**config.mk**
```make
export PLATFORM = sky130hd
export DESIGN_NAME = joy_db9md_scan
export DESIGN_NICKNAME = d
export VERILOG_FILES = /design/src/rtl/joy_db9md_pkg.sv /design/src/rtl/joy_db9md_capture.sv /design/src/rtl/joy_db9md_scan.sv
export SDC_FILE = /design/constraint.sdc
export NUM_CORES = 1
export LEC_CHECK = 0
export CAP_MARGIN = 20
export CORE_MARGIN = 1
export CORE_UTILIZATION = 60
export CTS_BUF_LIST = sky130_fd_sc_hd__clkbuf_2
export CTS_CLUSTER_SIZE = 24
export DETAILED_ROUTE_END_ITERATION = 12
export PLACE_DENSITY = 0.87
export SLEW_MARGIN = 20
export SYNTH_ARGS = -nofsm -noshare
export SYNTH_HDL_FRONTEND = slang
export SYNTH_SLANG_ARGS = --single-unit
```
**constraint.sdc**
```tcl
create_clock -name clk -period 6.3 [get_ports clk]
set_input_delay 0.63 -clock clk [delete_from_list [all_inputs] [get_ports clk]]
set_output_delay 0.63 -clock clk [all_outputs]
set_load 0.02 [all_outputs]
```
**src/rtl/joy_db9md_pkg.sv**
```systemverilog
// Shared constants for the DB9 Mega Drive pad scanner: button bit positions,
// scanner FSM state codes and the select steps on which pad lines are sampled.
package joy_db9md_pkg;

    localparam int BTN_R     = 0;
    localparam int BTN_L     = 1;
    localparam int BTN_D     = 2;
    localparam int BTN_U     = 3;
    localparam int BTN_B     = 4;
    localparam int BTN_C     = 5;
    localparam int BTN_A     = 6;
    localparam int BTN_START = 7;
    localparam int BTN_Z     = 8;
    localparam int BTN_Y     = 9;
    localparam int BTN_X     = 10;
    localparam int BTN_MODE  = 11;

    localparam logic [1:0] ST_GAP    = 2'd0;
    localparam logic [1:0] ST_SETTLE = 2'd1;
    localparam logic [1:0] ST_STEP   = 2'd2;
    localparam logic [1:0] ST_COMMIT = 2'd3;

    localparam logic [2:0] STEP_BASE  = 3'd0;
    localparam logic [2:0] STEP_MDID  = 3'd1;
    localparam logic [2:0] STEP_SIXID = 3'd5;
    localparam logic [2:0] STEP_EXT   = 3'd6;

endpackage

```
**src/rtl/joy_db9md_capture.sv**
```systemverilog
// Capture bank for one port scan: turns the sampled active-low pad lines of the
// 8 select steps into the active-high 12-bit button word plus pad-type flags.
module joy_db9md_capture
    import joy_db9md_pkg::*;
(
    input  logic        clk_i,
    input  logic        reset_i,
    input  logic        sample_i,
    input  logic [2:0]  step_i,
    input  logic [5:0]  joy_i,
    output logic [11:0] word_o,
    output logic        pad_md_o,
    output logic        six_o
);

    logic [11:0] word_q;
    logic        pad_md_q;
    logic        six_q;
    logic        md_s;

    // L and R can only both read low while select is low on a Mega Drive pad
    assign md_s = (joy_i[3:2] == 2'b00);

    // Per-step sampling; every field is rewritten on each scan so no clear is needed
    always_ff @(posedge clk_i) begin
        if (reset_i) begin
            word_q   <= 12'h000;
            pad_md_q <= 1'b0;
            six_q    <= 1'b0;
        end else if (sample_i) begin
            case (step_i)
                STEP_BASE: begin
                    word_q[BTN_U] <= ~joy_i[0];
                    word_q[BTN_D] <= ~joy_i[1];
                    word_q[BTN_L] <= ~joy_i[2];
                    word_q[BTN_R] <= ~joy_i[3];
                    word_q[BTN_B] <= ~joy_i[4];
                    word_q[BTN_C] <= ~joy_i[5];
                end
                STEP_MDID: begin
                    pad_md_q          <= md_s;
                    word_q[BTN_A]     <= md_s & ~joy_i[4];
                    word_q[BTN_START] <= md_s & ~joy_i[5];
                end
                STEP_SIXID: begin
                    six_q <= pad_md_q & (joy_i[3:0] == 4'b0000);
                end
                STEP_EXT: begin
                    word_q[BTN_Z]    <= six_q & ~joy_i[0];
                    word_q[BTN_Y]    <= six_q & ~joy_i[1];
                    word_q[BTN_X]    <= six_q & ~joy_i[2];
                    word_q[BTN_MODE] <= six_q & ~joy_i[3];
                end
                default: begin
                    word_q <= word_q;
                end
            endcase
        end else begin
            word_q <= word_q;
        end
    end

    assign word_o   = word_q;
    assign pad_md_o = pad_md_q;
    assign six_o    = six_q;

endmodule

```
**src/rtl/joy_db9md_scan.sv**
```systemverilog
// Scans 1 or 2 DB9 Mega Drive / Atari ports through an external splitter with
// the 8-phase select protocol. Optional JOY_DB9MD_DEBOUNCE_EN: two-frame match filter.
module joy_db9md_scan
    import joy_db9md_pkg::*;
#(
    parameter int NUM_PORTS = 2,
    parameter int STEP_CYC  = 256,
    parameter int GAP_CYC   = 48000
) (
    input  logic        clk,
    input  logic        reset,
    input  logic [5:0]  joy_in,
    output logic        joy_mdsel,
    output logic        joy_split,
    output logic [11:0] joystick_0,
    output logic [11:0] joystick_1,
    output logic [1:0]  present,
    output logic [1:0]  six_btn,
    output logic        frame_done
);

    localparam int CNT_MAX = (STEP_CYC > GAP_CYC) ? STEP_CYC : GAP_CYC;
    localparam int CW      = $clog2(CNT_MAX);
    localparam logic [CW-1:0] STEP_LAST = CW'(STEP_CYC - 1);
    localparam logic [CW-1:0] GAP_LAST  = CW'(GAP_CYC - 1);
    localparam logic [CW-1:0] CNT_ONE   = CW'(1);
    localparam logic [CW-1:0] CNT_ZERO  = CW'(0);
    localparam logic          LAST_PORT = (NUM_PORTS > 1) ? 1'b1 : 1'b0;

    logic [1:0]    state_q, state_d;
    logic [CW-1:0] cnt_q, cnt_d;
    logic [2:0]    step_q, step_d;
    logic          port_q, port_d;
    logic          mdsel_q, mdsel_d;
    logic          split_q, split_d;
    logic          done_q, done_d;
    logic [11:0]   joy0_q, joy1_q;
    logic [1:0]    present_q, six_q;
    logic          sample_s, commit_s, accept_s;
    logic [11:0]   word_s;
    logic          pad_md_s, six_s;
    logic [13:0]   cap_s;

    // Scan sequencing: GAP -> (SETTLE -> 8 steps -> COMMIT) per port -> GAP
    always_comb begin
        state_d  = state_q;
        cnt_d    = cnt_q + CNT_ONE;
        step_d   = step_q;
        port_d   = port_q;
        split_d  = split_q;
        sample_s = 1'b0;
        commit_s = 1'b0;
        done_d   = 1'b0;
        case (state_q)
            ST_GAP: begin
                if (cnt_q == GAP_LAST) begin
                    state_d = ST_SETTLE;
                    cnt_d   = CNT_ZERO;
                    port_d  = 1'b0;
                    split_d = 1'b1;
                end else begin
                    state_d = ST_GAP;
                end
            end
            ST_SETTLE: begin
                if (cnt_q == STEP_LAST) begin
                    state_d = ST_STEP;
                    cnt_d   = CNT_ZERO;
                    step_d  = 3'd0;
                end else begin
                    state_d = ST_SETTLE;
                end
            end
            ST_STEP: begin
                if (cnt_q == STEP_LAST) begin
                    sample_s = 1'b1;
                    cnt_d    = CNT_ZERO;
                    if (step_q == 3'd7) begin
                        state_d = ST_COMMIT;
                    end else begin
                        step_d = step_q + 3'd1;
                    end
                end else begin
                    state_d = ST_STEP;
                end
            end
            ST_COMMIT: begin
                commit_s = 1'b1;
                cnt_d    = CNT_ZERO;
                if (port_q == LAST_PORT) begin
                    split_d = 1'b1;
                    done_d  = 1'b1;
                    state_d = ST_GAP;
                end else begin
                    port_d  = ~port_q;
                    split_d = ~split_q;
                    state_d = ST_SETTLE;
                end
            end
            default: begin
                state_d = ST_GAP;
                cnt_d   = CNT_ZERO;
            end
        endcase
        // Select follows the next state so it is already valid in a step's first cycle
        mdsel_d = ~((state_d == ST_STEP) && step_d[0]);
    end

    joy_db9md_capture u_capture (
        .clk_i    (clk),
        .reset_i  (reset),
        .sample_i (sample_s),
        .step_i   (step_q),
        .joy_i    (joy_in),
        .word_o   (word_s),
        .pad_md_o (pad_md_s),
        .six_o    (six_s)
    );

    assign cap_s = {six_s, pad_md_s, word_s};

`ifdef JOY_DB9MD_DEBOUNCE_EN
    logic [13:0] shadow_q [2];

    assign accept_s = (cap_s == shadow_q[port_q]);

    // Previous-frame capture per port; refreshed on every commit, accepted or not
    always_ff @(posedge clk) begin
        if (reset) begin
            shadow_q[0] <= 14'h0000;
            shadow_q[1] <= 14'h0000;
        end else if (commit_s) begin
            shadow_q[port_q] <= cap_s;
        end else begin
            shadow_q[port_q] <= shadow_q[port_q];
        end
    end
`else
    assign accept_s = 1'b1;
`endif

    // FSM registers, select lines and atomically committed per-port results
    always_ff @(posedge clk) begin
        if (reset) begin
            state_q   <= ST_GAP;
            cnt_q     <= CNT_ZERO;
            step_q    <= 3'd0;
            port_q    <= 1'b0;
            mdsel_q   <= 1'b1;
            split_q   <= 1'b1;
            done_q    <= 1'b0;
            joy0_q    <= 12'h000;
            joy1_q    <= 12'h000;
            present_q <= 2'b00;
            six_q     <= 2'b00;
        end else begin
            state_q <= state_d;
            cnt_q   <= cnt_d;
            step_q  <= step_d;
            port_q  <= port_d;
            mdsel_q <= mdsel_d;
            split_q <= split_d;
            done_q  <= done_d;
            if (commit_s && accept_s) begin
                if (port_q == 1'b0) begin
                    joy0_q       <= word_s;
                    present_q[0] <= pad_md_s;
                    six_q[0]     <= six_s;
                end else begin
                    joy1_q       <= word_s;
                    present_q[1] <= pad_md_s;
                    six_q[1]     <= six_s;
                end
            end
        end
    end

    assign joy_mdsel  = mdsel_q;
    assign joy_split  = split_q;
    assign joystick_0 = joy0_q;
    assign joystick_1 = joy1_q;
    assign present    = present_q;
    assign six_btn    = six_q;
    assign frame_done = done_q;

endmodule

```
==> results of run 1 <==
worst min-delay path by stage:
stage	startpoint	to	slack, ps
6_report	joystick_0[8]$_SDFFE_PP0P_	joystick_0[8]$_SDFFE_PP0P_	460
5_1_grt	joystick_1[3]$_SDFFE_PP0P_	joystick_1[3]$_SDFFE_PP0P_	490
4_1_cts	joystick_0[8]$_SDFFE_PP0P_	joystick_0[8]$_SDFFE_PP0P_	470
3_5_place_dp	joystick_0[8]$_SDFFE_PP0P_	joystick_0[8]$_SDFFE_PP0P_	450
3_3_place_gp	cnt_q[0]$_SDFF_PP0_	cnt_q[0]$_SDFF_PP0_	440
2_1_floorplan	cnt_q[0]$_SDFF_PP0_	cnt_q[0]$_SDFF_PP0_	430
synthesized netlist by cell type:
cell type / instances
and3_1: 5
and2_1: 1
a31oi_1: 1
or3b_1: 4
clkinv_1: 1
xor2_1: 7
xnor2_1: 7
a31o_2: 6
o21a_1: 1
nor4b_4: 1
clkbuf_1: 11
nand2b_1: 2
nor2_1: 30
o2bb2ai_1: 1
inv_1: 9
o21ai_0: 4
nor4_1: 1
or3_1: 1
nand3_1: 5
nand4b_1: 2
dfxtp_1: 67
ha_1: 11
o31ai_1: 1
nand2_1: 74
a211oi_1: 1
or4_4: 1
a21oi_1: 39
or4_1: 3
buf_6: 1
buf_1: 3
mux2i_1: 3
and2_0: 1
nor3_1: 8
nand4_1: 7
nand4_4: 1
buf_2: 1
a221oi_1: 1
nor2b_1: 1
nand3b_1: 2
and4_1: 1
through the flow:
step	total power [mW]	setup slack, ps	util (%)	cell area (um2)	instances
after floorplan	0.4447	4205	-	2781	327
after global placement	0.4526	3809	71.71	3166	402
after detailed placement	0.4531	3687	71.71	3166	402
after CTS	0.6872	3678	74.12	3272	418
after global routing	0.7090	3434	74.18	3274	418
final	0.6860	3653	74.18	3274	418
area by class of cell:
class	count	area [um2]	share of cell area, %
clock buffer	10	50.05	1.528
clock inverter	6	56.30	1.720
inverter	10	37.54	1.146
multi-input combinational	234	1336	40.81
sequential	67	1341	40.96
tap	52	65.06	1.987
timing repair buffer	39	387.9	11.85
critical path, cell delays in order, from the launching register on:
cell      delay (ps)
dfxtp_1          380
or4_1            590
nor4b_4          660
nand4b_1         530
nor3_1           330
a31o_2           140
layer usage:
| metal | part of all wire, % | up-vias | global-route usage, % | routed length, um |
|---|---|---|---|---|
| li1 | - | 1176 | - | - |
| met1 | 46 | 1147 | 35.75 | 2683 |
| met2 | 46 | 84 | 39.21 | 2724 |
| met3 | 6.2 | 18 | 6.638 | 366 |
| met4 | 1.8 | 0 | 10.67 | 106 |
| met5 | 0 | - | 0 | 0 |
report_power, final:
part / switching [mW] / internal [mW]
Clock: 0.151 / 0.0899
Combinational: 0.0111 / 0.00617
Sequential: 0.00151 / 0.426
state kept, by name (all words and copies together) (netlist names):
signal              flops
state_q                 2
joy_mdsel               1
joystick_0             12
u_capture.six_o         1
present                 2
cnt_q                  16
six_btn                 2
joystick_1             12
u_capture.pad_md_o      1
joy_split               1
step_q                  3
u_capture.word_o       12
frame_done              1
port_q                  1
cells by family after synthesis:
kind of cell               count (synthesis)
buffers and inverters                     26
xor gates and xnor gates                  14
adders and majority gates                 11
DFF                                       67
muxes                                      3
AOI/OAI and AO/OA                         55
and+or+nand+nor                          151
==> impl_results.md, run 1 <==
* Main combinational cell family by area after synthesis: simple AND/OR/NAND/NOR gates
* Final Slew Violations at 0
* P&R area growth vs syn at 17.72%
* Setup crit end kind: flip-flop
* Die height at 70.09 um
* Final TNS setup at 0 ps
* Syn nets at 346
* Last element of the critical path: u_capture.word_o[4]$_SDFFE_PP0P_
* Pleak at 1.153 nW
* Hold path cells at 2
* Avg Cell Area, Syn at 8.506 um2
* Syn Inst Count at 327
* Synth warnings at 0
* Min Clock Period, post-route at 2647 ps
* Initial Util at 63.01%
* Worst EP arrival at 3110 ps
* Least-Margin Pin Slew at 766.5 ps
* R2r setup slk at 3650 ps
* Synth Register Bits at 67
* Hold WS at 464.6 ps
* Post-synthesis xor/xnor area fraction at 4.408%
* GPL Wtd Cong at 0.7958
* Hold Crit Class: reg2reg
* Pwr/cell area at 209.5 mW/mm2
* Antenna violations before repair at 0
* Crit path max fanout at 12
* Nets@finish at 380
* Simple-Gate Fraction of Synth Area at 26.23%
* Max Freq at 0.3778 GHz
* Commonest non-fill, non-tap cell in the layout: nand2_1
* Wire length per cell at 14.07 um
* Setup Buffers After CTS at 0
* Number of global-route vias before repair at 2,168
* RSZ-0062 raised after global routing: false
* Yosys cell types at 40
* Reg2reg path depth at 5
* Hold Vio Cnt, Final at 0
* 1st-iter DRT viols at 200
* Clock Latency Late Sink at 510 ps
* Synth Area in Compound Gates at 11.29%
* Worst IR Drop VDD at 0.1820 mV
* Die area at 0.004912 mm2
* Final-report setup violation count at 0
* Adder-Cell Fraction of Synth Area at 4.948%
* Post_cts resized at 0
* Status: completed
* Dpl hpwl at 4005 um
* Startpoint types: flip-flop
* # diodes at 0
* First-pass GRT wire length at 9991 um
* Max_cap viols at 0
* Commonest non-fill, non-tap cells in the layout: nand2_1, dfxtp_1, a21oi_1, clkdlybuf4s50_1, nor2_1
* Mux contribution to synthesized area at 1.080%
* Rel. slew slack at 48.87%
* RR Startpoint: cnt_q[8]$_SDFF_PP0_
* Class of the most critical setup path: reg2reg
* Final ANT Viol Nets at 0
* Worst r2r dst: u_capture.word_o[4]$_SDFFE_PP0P_
* Share of cells above drive strength 1 at 7.104%
* Sequential element share of the synthesized area at 48.22%
* Hold Buf Count CTS at 0
* Area leader, netlist: dfxtp_1
* Fin Clk Skew at 29.42 ps
* Grt total ovfl at 0
* H-tree levels at 3
* Yosys top cell area share at 48.22%
* CTS tree: yes
* Row count at 24
* Drt drc at 0
* Netlist Area Pre-Place at 0.002781 mm2
* Worst-path clk slew at 190 ps
* Core ar. at 0.004414 mm2
* Worst endpoint required time at 6770 ps
* Synth area leaders: dfxtp_1, nand2_1, a21oi_1
* # clock sinks at 67
* Vias/cell at 5.801
* Root Buffer: clkbuf_2
* Fillers at 331
* Die X at 70.09 um
* Worst setup startpoint: cnt_q[8]$_SDFF_PP0_
* IO Pins at 39
* Clock Tree Buf Depth at 2
* Port bufs at 38
* Router iterations before antenna repair at 7
* GRT Resource Usage Total at 26.06%
* Pin count of the biggest net entering global routing at 51
* Final WL at 5881 um
* Via Count at 2,425
* Period utilization at 42.01%
* TritonCTS buffer count at 9
Power figures use the tool's default switching activity.
==> run 2, diff against run 1 <==
CORE_UTILIZATION = 51   (was 60)
PLACE_DENSITY = 0.78   (was 0.87)
clock period = 2.43 ns   (was 6.3 ns; I/O delays follow)
==> run 2 against run 1 <==
Final cell count rose by 6.0%; clock skew fell by 4.7 ps; routed wire length rose by 0.71%; non-clock buffer count rose by 7; flip-flop and latch count did not move; largest cell class unchanged; highest routed layer unchanged.
==> impl_results.md, run 2 (synthesis gave the netlist of run 1 again) <==
* # clock sinks at 67 (unchanged)
* Via Count at 2,331 (-3.9%)
* Initial Util at 53.77% (-9.2 points)
* Hold Path End: u_capture.word_o[6]$_SDFFE_PP0P_
* TritonCTS buffer count at 9 (unchanged)
* Final Slew Violations at 0 (unchanged)
* Pin count of the biggest net entering global routing at 40 (-22%)
* Max_cap viols at 0 (unchanged)
* Commonest non-fill, non-tap cells in the layout: nand2_1, dfxtp_1, a21oi_1, clkdlybuf4s50_1, nor2_1
* Startpoint types: flip-flop
* P&R area growth vs syn at 21.95%
* Finished Cell Area at 0.003392 mm2 (+3.6%)
* Hold Crit Class: in2reg
* Multi-input gate area at 0.001334 mm2 (-0.19%)
* Min Clock Period, post-route at 2193 ps (-454.1 ps)
* Hold Vio Cnt, Final at 0 (unchanged)
* Least-Margin Pin Slew at 556.0 ps (-210.5 ps)
* GRT Resource Usage Total at 22.50% (-3.6 points)
* Top reg by flops: cnt_q
* Final-report setup violation count at 0 (unchanged)
* Pwr/cell area at 568.6 mW/mm2 (+170%)
* Worst IR Drop VDD at 0.5960 mV (+230%)
* First-pass GRT wire length at 9522 um (-4.7%)
* Hold Buf Count CTS at 0 (unchanged)
* Clock Latency Late Sink at 500 ps (about the same)
* Dpl hpwl at 4092 um (+2.2%)
* IO Pins at 39 (unchanged)
* Final ANT Viol Nets at 0 (unchanged)
* RR Startpoint: cnt_q[8]$_SDFF_PP0_
* Die X at 75.85 um (+8.2%)
* Worst-path clk slew at 190 ps (about the same)
* Wire length per cell at 13.37 um (-5.0%)
* Max Freq at 0.4561 GHz (+21%)
* Share of cells above drive strength 1 at 8.847% (+1.7 points)
* Non-Filler Instances at 443 (+6.0%)
* Worst EP arrival at 2640 ps (-470 ps)
* Commonest non-fill, non-tap cell in the layout: nand2_1
* Core ar. at 0.005172 mm2 (+17%)
* FF/Latch Area at 0.001341 mm2 (unchanged)
* Drt drc at 0 (unchanged)
* H-tree levels at 3 (unchanged)
* Row count at 26 (+8.3%)
* Setup crit end kind: flip-flop
* Clock Tree Buf Depth at 2 (unchanged)
* Worst r2r dst: u_capture.word_o[7]$_SDFFE_PP0P_
* Placed cells at 427 (+6.2%)
* RSZ-0062 raised after global routing: false
* Hold path start: joy_in[4]
* Pleak at 1.201 nW (+4.1%)
* Vias/cell at 5.262 (-9.3%)
* Period utilization at 90.23% (+48 points)
* Status: completed
* 1st-iter DRT viols at 124 (-38%)
* Antenna violations before repair at 0 (unchanged)
* Rel. slew slack at 62.84% (+14 points)
* Hold path cells at 3 (+1)
* Fin Clk Skew at 24.73 ps (-4.693 ps)
* Final TNS setup at 0 ps (unchanged)
* Worst endpoint required time at 2880 ps (-3890 ps)
* Die height at 75.85 um (+8.2%)
* Number of global-route vias before repair at 2,168 (unchanged)
* Grt total ovfl at 0 (unchanged)
* Port bufs at 38 (unchanged)
* Placed cell areas at 0.003253 mm2 (+2.8%)
* Crit path max fanout at 5 (-7)
* Final WL at 5923 um (+0.71%)
* Router iterations before antenna repair at 4 (-3)
* Post_cts resized at 0 (unchanged)
* R2r setup slk at 240 ps (-3420 ps)
* Class of the most critical setup path: reg2reg
* GPL Wtd Cong at 0.8249 (+3.7%)
* Reg2reg path depth at 5 (unchanged)
* Max FFs per register at 16 (unchanged)
* Die area at 0.005753 mm2 (+17%)
* Nets@finish at 387 (+1.8%)
* Setup Buffers After CTS at 0 (unchanged)
* Fillers at 437 (+32%)
* CTS tree: yes
* Root Buffer: clkbuf_2
* # diodes at 0 (unchanged)
## run 2: final cells by class
cell class                      instances  share of cell area [%]
Sequential cell                        67                   39.54
Multi-Input combinational cell        234                   39.32
Timing Repair Buffer                   46                   13.35
Clock inverter                          6                   2.619
Tap cell                               70                   2.582
Clock buffer                           10                   1.475
Inverter                               10                   1.107
## run 2: worst max-delay path, cell delays in order (launching register included)
cell	delay, ps
dfxtp_1	380
or4_1	570
nor4b_4	400
nand4b_1	200
or4_1	440
a21oi_1	150
## run 2: routing by layer
layer / wire [um] / track usage (%) / vias to the layer above / part of all wire (%)
li1: - / - / 1195 / -
met1: 2689 / 27.33 / 1066 / 45
met2: 2818 / 37.17 / 58 / 48
met3: 274 / 6.217 / 12 / 4.6
met4: 140 / 10.08 / 0 / 2.4
met5: 0 / 0 / - / 0
## run 2: per-stage QoR
| step | utilization (%) | setup slack, ps | power (mW) | hold slack, ps |
|---|---|---|---|---|
| 2_1_floorplan | - | 335.0 | 1.153 | 425.8 |
| 3_3_place_gp | 62.89 | 323.6 | 1.177 | 441.5 |
| 3_5_place_dp | 62.89 | 267.2 | 1.179 | 446.6 |
| 4_1_cts | 65.58 | 238.9 | 1.937 | 404.2 |
| 5_1_grt | 65.58 | 130.2 | 1.983 | 416.7 |
| 6_report | 65.58 | 237.5 | 1.929 | 447.5 |
## run 2: worst max-delay path by stage
| stage | start | endpoint | slack (ps) |
|---|---|---|---|
| after CTS | cnt_q[8]$_SDFF_PP0_ | cnt_q[9]$_SDFF_PP0_ | 240 |
| final | cnt_q[8]$_SDFF_PP0_ | u_capture.word_o[7]$_SDFFE_PP0P_ | 240 |
| after global placement | cnt_q[11]$_SDFF_PP0_ | cnt_q[9]$_SDFF_PP0_ | 320 |
| after global routing | cnt_q[8]$_SDFF_PP0_ | cnt_q[7]$_SDFF_PP0_ | 130 |
| after detailed placement | cnt_q[11]$_SDFF_PP0_ | cnt_q[9]$_SDFF_PP0_ | 270 |
| after floorplan | cnt_q[8]$_SDFF_PP0_ | u_capture.word_o[1]$_SDFFE_PP0P_ | 340 |
## run 2: report_power, final
part / leakage [nW] / total (mW) / internal [mW] / switching (mW)
Combinational: 0.582 / 0.0482 / 0.0193 / 0.0289
Sequential: 0.540 / 1.11 / 1.10 / 0.00365
Clock: 0.0785 / 0.772 / 0.346 / 0.426
